--- src/rtl/reset_sequencer.sv ---
// Power-on / external / software reset sequencer: holds all channels in reset, then
// releases them one at a time with a fixed stagger and reports the last reset cause.
module reset_sequencer #(
    parameter int NCH         = 2,
    parameter int HOLD_CYC    = 255,
    parameter int STAGGER_CYC = 16,
    parameter int DEBOUNCE    = 4
) (
    input  logic           clk,
    input  logic           reset_n,
    input  logic           ext_rst_req,
    input  logic           sw_rst,
    output logic [NCH-1:0] rst_out,
    output logic           ready,
    output logic [1:0]     cause
);

    localparam int HW  = $clog2(HOLD_CYC + 1);
    localparam int STW = $clog2(STAGGER_CYC + 1);
    localparam int DW  = $clog2(DEBOUNCE + 1);

    localparam logic [HW-1:0]  HOLD_LAST = HW'(HOLD_CYC - 1);
    localparam logic [STW-1:0] STAG_LAST = STW'(STAGGER_CYC - 1);
    localparam logic [DW-1:0]  DEB_MAX   = DW'(DEBOUNCE);

    localparam logic [1:0] CAUSE_POR = 2'b00;
    localparam logic [1:0] CAUSE_EXT = 2'b01;
    localparam logic [1:0] CAUSE_SW  = 2'b10;

    typedef enum logic [1:0] {HOLD, RELEASE, RUN} state_t;

    logic [1:0]     por_sync_q;
    logic [1:0]     ext_sync_q;
    logic [DW-1:0]  deb_q, deb_d;
    logic           ext_valid;

    state_t         state_q, state_d;
    logic [HW-1:0]  hold_q, hold_d;
    logic [STW-1:0] stag_q, stag_d;
    logic [NCH-1:0] rst_q, rst_d;
    logic           ready_q, ready_d;
    logic [1:0]     cause_q, cause_d;
    logic [NCH-1:0] rst_shifted;

    // Synchronizers and debounce run from reset_n alone so the request path is live
    // as soon as the master reset deasserts.
    always_ff @(posedge clk or negedge reset_n) begin
        if (!reset_n) begin
            por_sync_q <= 2'b00;
            ext_sync_q <= 2'b00;
            deb_q      <= '0;
        end else begin
            por_sync_q <= {por_sync_q[0], 1'b1};
            ext_sync_q <= {ext_sync_q[0], ext_rst_req};
            deb_q      <= deb_d;
        end
    end

    always_comb begin
        deb_d = deb_q;
        if (!ext_sync_q[1]) begin
            deb_d = '0;
        end else if (deb_q != DEB_MAX) begin
            deb_d = deb_q + 1'b1;
        end
    end

    assign ext_valid = (deb_q == DEB_MAX);

    // Channels release LSB first, so each release step is a left shift of the mask.
    assign rst_shifted = rst_q << 1;

    always_ff @(posedge clk or negedge reset_n) begin
        if (!reset_n) begin
            state_q <= HOLD;
            hold_q  <= '0;
            stag_q  <= '0;
            rst_q   <= '1;
            ready_q <= 1'b0;
            cause_q <= CAUSE_POR;
        end else if (!por_sync_q[1]) begin
            state_q <= HOLD;
            hold_q  <= '0;
            stag_q  <= '0;
            rst_q   <= '1;
            ready_q <= 1'b0;
            cause_q <= CAUSE_POR;
        end else begin
            state_q <= state_d;
            hold_q  <= hold_d;
            stag_q  <= stag_d;
            rst_q   <= rst_d;
            ready_q <= ready_d;
            cause_q <= cause_d;
        end
    end

    always_comb begin
        state_d = state_q;
        hold_d  = hold_q;
        stag_d  = stag_q;
        rst_d   = rst_q;
        ready_d = ready_q;
        cause_d = cause_q;

        // A restart keeps the hold counter pinned at 0 while the request stays valid.
        if (ext_valid || (state_q == RUN && sw_rst)) begin
            state_d = HOLD;
            hold_d  = '0;
            stag_d  = '0;
            rst_d   = '1;
            ready_d = 1'b0;
            cause_d = ext_valid ? CAUSE_EXT : CAUSE_SW;
        end else begin
            case (state_q)
                HOLD: begin
                    if (hold_q == HOLD_LAST) begin
                        rst_d  = rst_shifted;
                        hold_d = '0;
                        stag_d = '0;
                        if (rst_shifted == '0) begin
                            state_d = RUN;
                            ready_d = 1'b1;
                        end else begin
                            state_d = RELEASE;
                        end
                    end else begin
                        hold_d = hold_q + 1'b1;
                    end
                end
                RELEASE: begin
                    if (stag_q == STAG_LAST) begin
                        rst_d  = rst_shifted;
                        stag_d = '0;
                        if (rst_shifted == '0) begin
                            state_d = RUN;
                            ready_d = 1'b1;
                        end
                    end else begin
                        stag_d = stag_q + 1'b1;
                    end
                end
                RUN: begin
                    state_d = RUN;
                end
                default: begin
                    state_d = HOLD;
                end
            endcase
        end
    end

    assign rst_out = rst_q;
    assign ready   = ready_q;
    assign cause   = cause_q;

endmodule

--- config.mk ---
export PLATFORM = sky130hd
export DESIGN_NAME = reset_sequencer
export DESIGN_NICKNAME = d
export VERILOG_FILES = /design/src/rtl/reset_sequencer.sv
export SDC_FILE = /design/constraint.sdc
export NUM_CORES = 1
export LEC_CHECK = 0
export ABC_CLOCK_PERIOD_IN_PS = 2000
export BUFFER_PORTS_ARGS = -buffer_cell sky130_fd_sc_hd__buf_2
export CAP_MARGIN = 10
export CORE_AREA = 2 2 55 57
export DETAILED_ROUTE_END_ITERATION = 8
export DIE_AREA = 0 0 57 59
export GPL_TIMING_DRIVEN = 0
export PLACE_DENSITY = 0.67
export SYNTH_ARGS = -nofsm -noshare
export SYNTH_HDL_FRONTEND = slang
export SYNTH_SLANG_ARGS = --single-unit
--- constraint.sdc ---
create_clock -name clk -period 2 [get_ports clk]
set_input_delay 0.6 -clock clk [delete_from_list [all_inputs] [get_ports clk]]
set_output_delay 0.6 -clock clk [all_outputs]
set_load 0.01 [all_outputs]
==> flow_summary.toml, run 1 <==
[outcome]
status = "finished, final reports clean"

[clock_tree]
cts-root-buf = "clkbuf_4"
htree_levels = 1
holdBufCountCts = 0
clockBufferDepth = 2
clkTransAtPathRegs_ns = 0.16
clk_latency_ns = 0.34
cts_sinks = 27
cts_resized = 0
cts_setup_buffers = 0
numCtsBuffers = 3
cts_tree = "yes"

[logic_synthesis]
synthSimpleGateAreaFrac = 0.187
synth_most_common_cell = "dfrtp_1"
synth_mux_area_frac = 0
syn_avg_cell_area_um2 = 9.66
ys_seq_area_frac = 0.468
synth_xor_area_frac = 0.00604
synth_top_cells_by_count = "dfrtp_1, nand3_1, inv_1, nand2_1, a31oi_1"
synth_compound_area_frac = 0.205
synth_edf_count = 0
synthFlopType = "dfrtp_1"
synthAdderAreaFrac = 0.0777
synth_seq_cells = 27
synth_fp_nets = 163
synth_area_um2 = 1450
yosys.area.top_type = "dfrtp_1"
yosysWarnings = 0
synth_top_family_by_area = "compound AO/OA/AOI/OAI gates"
yosys-top-cells-area = "dfrtp_1, ha_1, nand3_1"
syn_inst = 150
post-synth-top-area-fraction = 0.432
synthArstFlopShare = 1.00
synth_cell_type_count = 43

[global_route]
grt_max_degree = 28
overflow = 0
grt_pass1_vias = 1088
grt_pass1_wl_um = 4830
track_usage = 0.184
antenna_found_initial = 0

[detailed_routing]
vias_per_cell = 5.84
ant_nets = 0
detail_route.wl_per_cell_um = 14.7
drc = 0
drt_iter0_markers = 39
vias = 1127
wirelength_um = 2830
first_pass_iters = 4

[critical_path]
cpLargestDelayFamily = "compound AO/OA/AOI/OAI gates"
cp_max_fo = 5
worstPathRequired_ns = 2.26
worstPathArrival_ns = 2.11
cp-start-kind = "register"
critPathBufInv = 2
crit_chain = "inv_1 -> ha_1 -> inv_1 -> o31ai_1 -> o21ai_1 -> o31ai_1"
slowest_stage = "o31ai_1"
path_class = "register to register"
crit_path_end_kind = "register"
critPathMaxStageDelay_ns = 0.46

[power_and_ir_drop]
leakage_nw = 0.720
internal_power_mw = 0.845
pwr-share-comb = 0.293
pwr-share-clk = 0.187
power_density_nw_per_um2 = 851
peakVddDrop_mv = 0.559
p_total_mw = 1.33
p_sw_frac = 0.366
p_switching_mw = 0.487
seq_power_share = 0.520

[sta]
holdWs_ns = 0.235
slew-limit-headroom = 0.609
grt_setup_unrepaired = "false"
timing.final.crit_share = 0.923
fin_crit_ns = 1.85
hold_viol_final = 0
finalSetupTns_ns = 0
worstMarginPinSlew_ns = 0.587
setup_viol = 0
final_max_slew_viol_count = 0
worst_clock_skew_ns = 0.00912
clock.fmax_mhz = 542

[worst_hold_path]
holdCritPathClass = "primary input to asynchronous set/reset pin"

[cells_and_area]
area_growth_pct = 7.94
drive_above_1_share = 0.142
final_nets = 176
utilization = 0.577
diodes = 0
fillCellCount = 255
instances_no_fill = 193

[floorplan]
pin_count = 9
core_um2 = 2710
initial_core_util = 0.535
rows = 19
die_h_um = 59
die_area_um2 = 3360
dieWidth_um = 57

[place]
place.port_buffers = 8
place_inst = 189
gp_congestion = 0.813
hpwl_um = 2070

[job]
maxCapViolCount = 0
layer usage:
metal / up-vias / track usage / share of wire
met5: - / 0 / 0
met4: 0 / 0.0797 / 0.022
met3: 7 / 0.0197 / 0.025
met2: 19 / 0.300 / 0.46
met1: 543 / 0.252 / 0.50
li1: 558 / - / -
sequential cells by signal, summed over array words and instances (netlist names):
| register | count |
|---|---|
| rst_out | 2 |
| ext_sync_q | 2 |
| stag_q | 5 |
| ready | 1 |
| por_sync_q | 2 |
| hold_q | 8 |
| cause | 2 |
| state_q | 2 |
| deb_q | 3 |
path summary, 6_finish.rpt:
check / start / end / slack (ns) / cells after the start
max reg2reg: state_q[0] / stag_q[3] / 0.15 / 6
max in group asynchronous: reset_n / rst_out[0] / 1.37 / 1
min reg2reg: ext_sync_q[0] / ext_sync_q[1] / 0.37 / 0
min in group clk: ext_rst_req / ext_sync_q[0] / 0.37 / 1
max: state_q[0] / stag_q[3] / 0.15 / 6
min: reset_n / deb_q[0] / 0.23 / 1
cell usage in the layout (no fill, tap or decap), types with 2 or more instances in the layout:
cell type,n
o21ai_0,8
buf_2,10
a21oi_1,4
dfrtp_1,25
inv_1,14
o31a_1,2
and3_1,2
dfstp_2,2
ha_1,9
nand2_1,14
a31oi_1,10
nand3_1,16
a21boi_0,3
o31ai_1,2
nor3_1,2
and2_1,3
a21o_1,2
o21a_1,2
nand3b_1,2
clkbuf_4,3
layout make-up:
cell class / instances / area, um^2 / share of cell area
multi-input cells: 104 / 698 / 0.446
flip-flops and latches: 27 / 678 / 0.434
inverters: 14 / 52.6 / 0.0336
repair buffers: 8 / 40.0 / 0.0256
well taps: 31 / 38.8 / 0.0248
plain buffers: 5 / 26.3 / 0.0168
clock buffers: 3 / 22.5 / 0.0144
clock inverters: 1 / 7.51 / 0.00480
metrics by stage:
step	area (um^2)	setup WS, ns
after global placement	1530	0.188
after floorplan	1450	0.418
after CTS	1560	0.123
final	1560	0.154
after detailed placement	1530	0.153
after global routing	1560	0.00964
cells by family after synthesis:
group / count (synthesis)
compound gates: 43
flops: 27
fa+ha+maj: 9
simple gates: 50
xor+xnor: 1
other cells: 1
buf+inv: 19
power groups by stage:
stage / logic, mW / clock network [mW] / registers, mW
final: 0.390 / 0.250 / 0.692
after detailed placement: 0.374 / 0 / 0.700
after floorplan: 0.268 / 0 / 0.693
after global placement: 0.360 / 0 / 0.697
after global routing: 0.439 / 0.278 / 0.703
after CTS: 0.379 / 0.258 / 0.690
Power figures use the tool's default switching activity.
==> inputs of run 2 (changes only) <==
--- a/config.mk
+++ b/config.mk
@@ -5,7 +5,7 @@
 export SDC_FILE = /design/constraint.sdc
 export NUM_CORES = 1
 export LEC_CHECK = 0
-export ABC_CLOCK_PERIOD_IN_PS = 2000
+export ABC_CLOCK_PERIOD_IN_PS = 1700
 export BUFFER_PORTS_ARGS = -buffer_cell sky130_fd_sc_hd__buf_2
 export CAP_MARGIN = 10
 export CORE_AREA = 2 2 55 57
==> constraint.sdc (replaced) <==
create_clock -name clk -period 1.7 [get_ports clk]
set_input_delay 0.51 -clock clk [delete_from_list [all_inputs] [get_ports clk]]
set_output_delay 0.51 -clock clk [all_outputs]
set_load 0.005 [all_outputs]
==> flow_summary.toml, run 2 (synthesis results as in run 1) <==
[global_route]
grt_pass1_vias = 1137
grt_util_met1 = 0.263
track_usage = 0.194
grtUsageMet3 = 0.0197
use_met2 = 0.322
antenna_found_initial = 0
grt_busiest_layer = "met2"
overflow = 0
grt_pass1_wl_um = 5080
grt_max_degree = 28

[clock_tree]
clkTransAtPathRegs_ns = 0.16
cts_tree = "yes"
htree_levels = 1
cts_sinks = 27
holdBufCountCts = 0
numCtsBuffers = 3
clockBufferDepth = 2
clk_latency_ns = 0.34
cts-root-buf = "clkbuf_4"

[critical_path]
reg2reg_depth = 7
worstReg2RegStart = "state_q[0]"
crit_path_end_kind = "register"
worstPathRequired_ns = 1.96
r2r_slack_ns = -0.02
path_class = "register to register"
cp_max_fo = 6
cp-start-kind = "register"
worstPathArrival_ns = 1.98
worstReg2RegEnd = "hold_q[2]"

[floorplan]
die_h_um = 59
pin_count = 9
initial_core_util = 0.535
core_um2 = 2710
die_area_um2 = 3360
dieWidth_um = 57
rows = 19

[detailed_routing]
drt_iter0_markers = 48
ant_nets = 0
vias_per_cell = 5.83
first_pass_iters = 4
detail_route.wl_per_cell_um = 15.4
wirelength_um = 3120
drc = 0
vias = 1177

[sta]
final_max_slew_viol_count = 0
grt_setup_unrepaired = "true"
worstMarginPinSlew_ns = 0.586
hold_viol_final = 0
finalSetupTns_ns = -0.0155
clock.fmax_mhz = 583
setup_viol = 1
slew-limit-headroom = 0.609
worst_clock_skew_ns = 0.00843
fin_crit_ns = 1.72
setup_ws_ns = -0.0155
timing.final.crit_share = 1.01

[worst_hold_path]
holdCritPathClass = "primary input to asynchronous set/reset pin"

[cells_and_area]
area_growth_pct = 19.9
drive_above_1_share = 0.292
top_register = "hold_q"
diodes = 0
final_nets = 185
layout_commonest_cell = "dfrtp_1"
largestRegisters = "hold_q x8, stag_q x5, deb_q x3"
fillCellCount = 230
final_cell_mix = "dfrtp_1, nand3_1, nand2_1"
largest_reg_flops = 8

[place]
place_ws_ns = -0.147
place.port_buffers = 8
hpwl_um = 2070
gp_congestion = 0.813

[outcome]
violations = "negative setup slack"
status = "finished with violations"

[power_and_ir_drop]
leakage_nw = 0.790
power_density_nw_per_um2 = 1010
peakVddDrop_mv = 0.731

[job]
maxCapViolCount = 0
-- run 2: through the flow --
stage,hold slack (ns),instances,power [mW],area (um^2),utilization
after floorplan,0.214,150,1.12,1450,-
after global placement,0.337,189,1.24,1530,0.564
after detailed placement,0.335,189,1.25,1530,0.564
after CTS,0.167,199,1.67,1640,0.607
after global routing,0.176,202,1.86,1740,0.641
final,0.140,202,1.75,1740,0.641
-- run 2: layout make-up --
type	instances	area, um^2	area share
Multi-Input combinational cell	104	786	0.452
Inverter	14	52.6	0.0303
Buffer	4	31.3	0.0180
Clock inverter	1	7.51	0.00432
Sequential cell	27	679	0.391
Timing Repair Buffer	18	119	0.0684
Tap cell	31	38.8	0.0223
Clock buffer	3	22.5	0.0130
-- run 2: timing repair --
action                                  4_1_cts  5_1_grt
gates cloned                                  1        0
setup buffers                                 6        3
endpoints found under the setup margin       16       18
pin swaps                                     2        8
gates resized for setup                      15       18
-- run 2: worst max path at each step --
stage                     from         end  slack, ns  depth (start not counted)
global placement      deb_q[0]   stag_q[0]      -0.11                          6
floorplan             deb_q[0]   hold_q[2]       0.12                          7
CTS                  hold_q[0]  state_q[0]     0.0002                          8
global route         hold_q[0]  state_q[0]       -0.1                          8
finish              state_q[0]   hold_q[2]      -0.02                          7
detailed placement    deb_q[0]   stag_q[0]      -0.15                          6
-- run 2: where the power goes --
part           total [mW]  switching [mW]  internal, mW
registers           0.798          0.0688         0.729
logic               0.657           0.357         0.300
clock network       0.296           0.205        0.0904
total                1.75           0.632          1.12
-- run 2: critical path: stages, from the launching register on --
cell and delay [ns]:
dfrtp_1 0.43, inv_2 0.08, ha_1 0.21, and2_2 0.22, nor3_4 0.26, buf_6 0.17
nand3b_1 0.07, a31oi_1 0.19
-- run 2: per-layer routing --
layer  part of all wire  vias to the layer above
li1                   -                      578
met1               0.47                      557
met2               0.47                       33
met3              0.036                        9
met4              0.022                        0
met5                  0                        -
==> inputs of run 3 (changes only) <==
--- a/config.mk
+++ b/config.mk
@@ -5,7 +5,7 @@
 export SDC_FILE = /design/constraint.sdc
 export NUM_CORES = 1
 export LEC_CHECK = 0
-export ABC_CLOCK_PERIOD_IN_PS = 1700
+export ABC_CLOCK_PERIOD_IN_PS = 1900
 export BUFFER_PORTS_ARGS = -buffer_cell sky130_fd_sc_hd__buf_2
 export CAP_MARGIN = 10
 export CORE_AREA = 2 2 55 57
==> constraint.sdc (replaced) <==
create_clock -name clk -period 1.9 [get_ports clk]
set_input_delay 0.57 -clock clk [delete_from_list [all_inputs] [get_ports clk]]
set_output_delay 0.57 -clock clk [all_outputs]
set_load 0.005 [all_outputs]
==> flow_summary.toml, run 3 (synthesis results as in run 1) <==
[sta]
setup_viol = 0
slew-limit-headroom = 0.612
clock.fmax_mhz = 563
worstMarginPinSlew_ns = 0.583
final_max_slew_viol_count = 0
timing.final.crit_share = 0.934
grt_setup_unrepaired = "false"
finalSetupTns_ns = 0
fin_crit_ns = 1.77
hold_viol_final = 0
worst_clock_skew_ns = 0.00220
setup_ws_ns = 0.125
holdWs_ns = 0.209

[place]
hpwl_um = 2070
place.port_buffers = 8
placed_cell_area_um2 = 1530
place_inst = 189
place_ws_ns = 0.0527
gp_congestion = 0.813

[critical_path]
cp_max_fo = 10
slowest_stage = "dfrtp_1"
worstPathArrival_ns = 2.04
reg2reg_depth = 7
critPathBufInv = 2
worstReg2RegEnd = "hold_q[2]"
path_class = "register to register"
cp-start-kind = "register"
worstReg2RegStart = "deb_q[0]"
cpLargestDelayFamily = "compound AO/OA/AOI/OAI gates"
crit_chain = "inv_1 -> ha_1 -> a21bo_2 -> nor2_1 -> clkbuf_4 -> nand2_1 -> a31oi_1"
startpoint = "deb_q[0]"
critPathMaxStageDelay_ns = 0.39
crit_path_end_kind = "register"
r2r_slack_ns = 0.13
worstPathRequired_ns = 2.16

[cells_and_area]
multi_input_comb_area_um2 = 707
largestRegisters = "hold_q x8, stag_q x5, deb_q x3"
instances_no_fill = 194
area_growth_pct = 9.76
fillCellCount = 245
layout_commonest_cell = "dfrtp_1"
drive_above_1_share = 0.172
largest_reg_flops = 8
final_cell_mix = "dfrtp_1, nand3_1, inv_1"
seq_area_um2 = 678
final_nets = 177
top_register = "hold_q"
utilization = 0.587
diodes = 0
fin_area_um2 = 1590

[floorplan]
die_area_um2 = 3360
initial_core_util = 0.535
die_h_um = 59
pin_count = 9
rows = 19
core_um2 = 2710
dieWidth_um = 57

[global_route]
track_usage = 0.184
overflow = 0
grt_max_degree = 28
grt_pass1_vias = 1088
grt_pass1_wl_um = 4830
antenna_found_initial = 0

[clock_tree]
holdBufCountCts = 0
clockBufferDepth = 2
cts_tree = "yes"
clkTransAtPathRegs_ns = 0.15
cts-root-buf = "clkbuf_4"
htree_levels = 1
clk_latency_ns = 0.33
cts_sinks = 27
numCtsBuffers = 3

[job]
maxCapViolCount = 0

[detailed_routing]
ant_nets = 0
wirelength_um = 2840
drt_iter0_markers = 32
first_pass_iters = 4
detail_route.wl_per_cell_um = 14.6
vias_per_cell = 5.86
vias = 1137
drc = 0

[outcome]
status = "finished, final reports clean"

[power_and_ir_drop]
p_total_mw = 1.43
power_density_nw_per_um2 = 900
leakage_nw = 0.732
peakVddDrop_mv = 0.624

[worst_hold_path]
holdCritPathClass = "primary input to asynchronous set/reset pin"
run 3: cell count changes in the layout (fill, tap and decap cells not counted), sizes merged:
cell and change:
buf -9, clkbuf +1
run 3: layer usage:
metal	wire [um]	share of wire	global-route usage	vias to the layer above
met3	71	0.025	0.0197	7
met4	58	0.020	0.0797	0
met1	1390	0.49	0.252	545
met5	0	0	0	-
li1	-	-	-	568
met2	1320	0.46	0.300	17
run 3: worst max-delay path by stage:
stage                       endpoint  cells after the start  slack (ns)
after floorplan            hold_q[2]                      7        0.32
after global placement     stag_q[0]                      6        0.09
after detailed placement   stag_q[0]                      6        0.05
after CTS                  stag_q[3]                      6        0.02
after global routing      rst_out[1]                      6     0.00003
final                      hold_q[2]                      7        0.13
run 3: layout make-up:
type                            count  area share
Tap cell                           31      0.0244
Multi-Input combinational cell    104       0.445
Clock inverter                      1     0.00472
Clock buffer                        3      0.0142
Inverter                           14      0.0330
Buffer                              4      0.0181
Sequential cell                    27       0.426
Timing Repair Buffer               10      0.0346
run 3: report_power, final:
part	switching [mW]	leakage (nW)	internal (mW)
clock network	0.182	0.0139	0.0807
registers	0.0789	0.354	0.650
logic	0.257	0.364	0.183
run 3: what timing repair did:
action,4_1_cts,5_1_grt
endpoints found under the setup margin,0,14
setup buffers,0,2
resized for setup,0,9
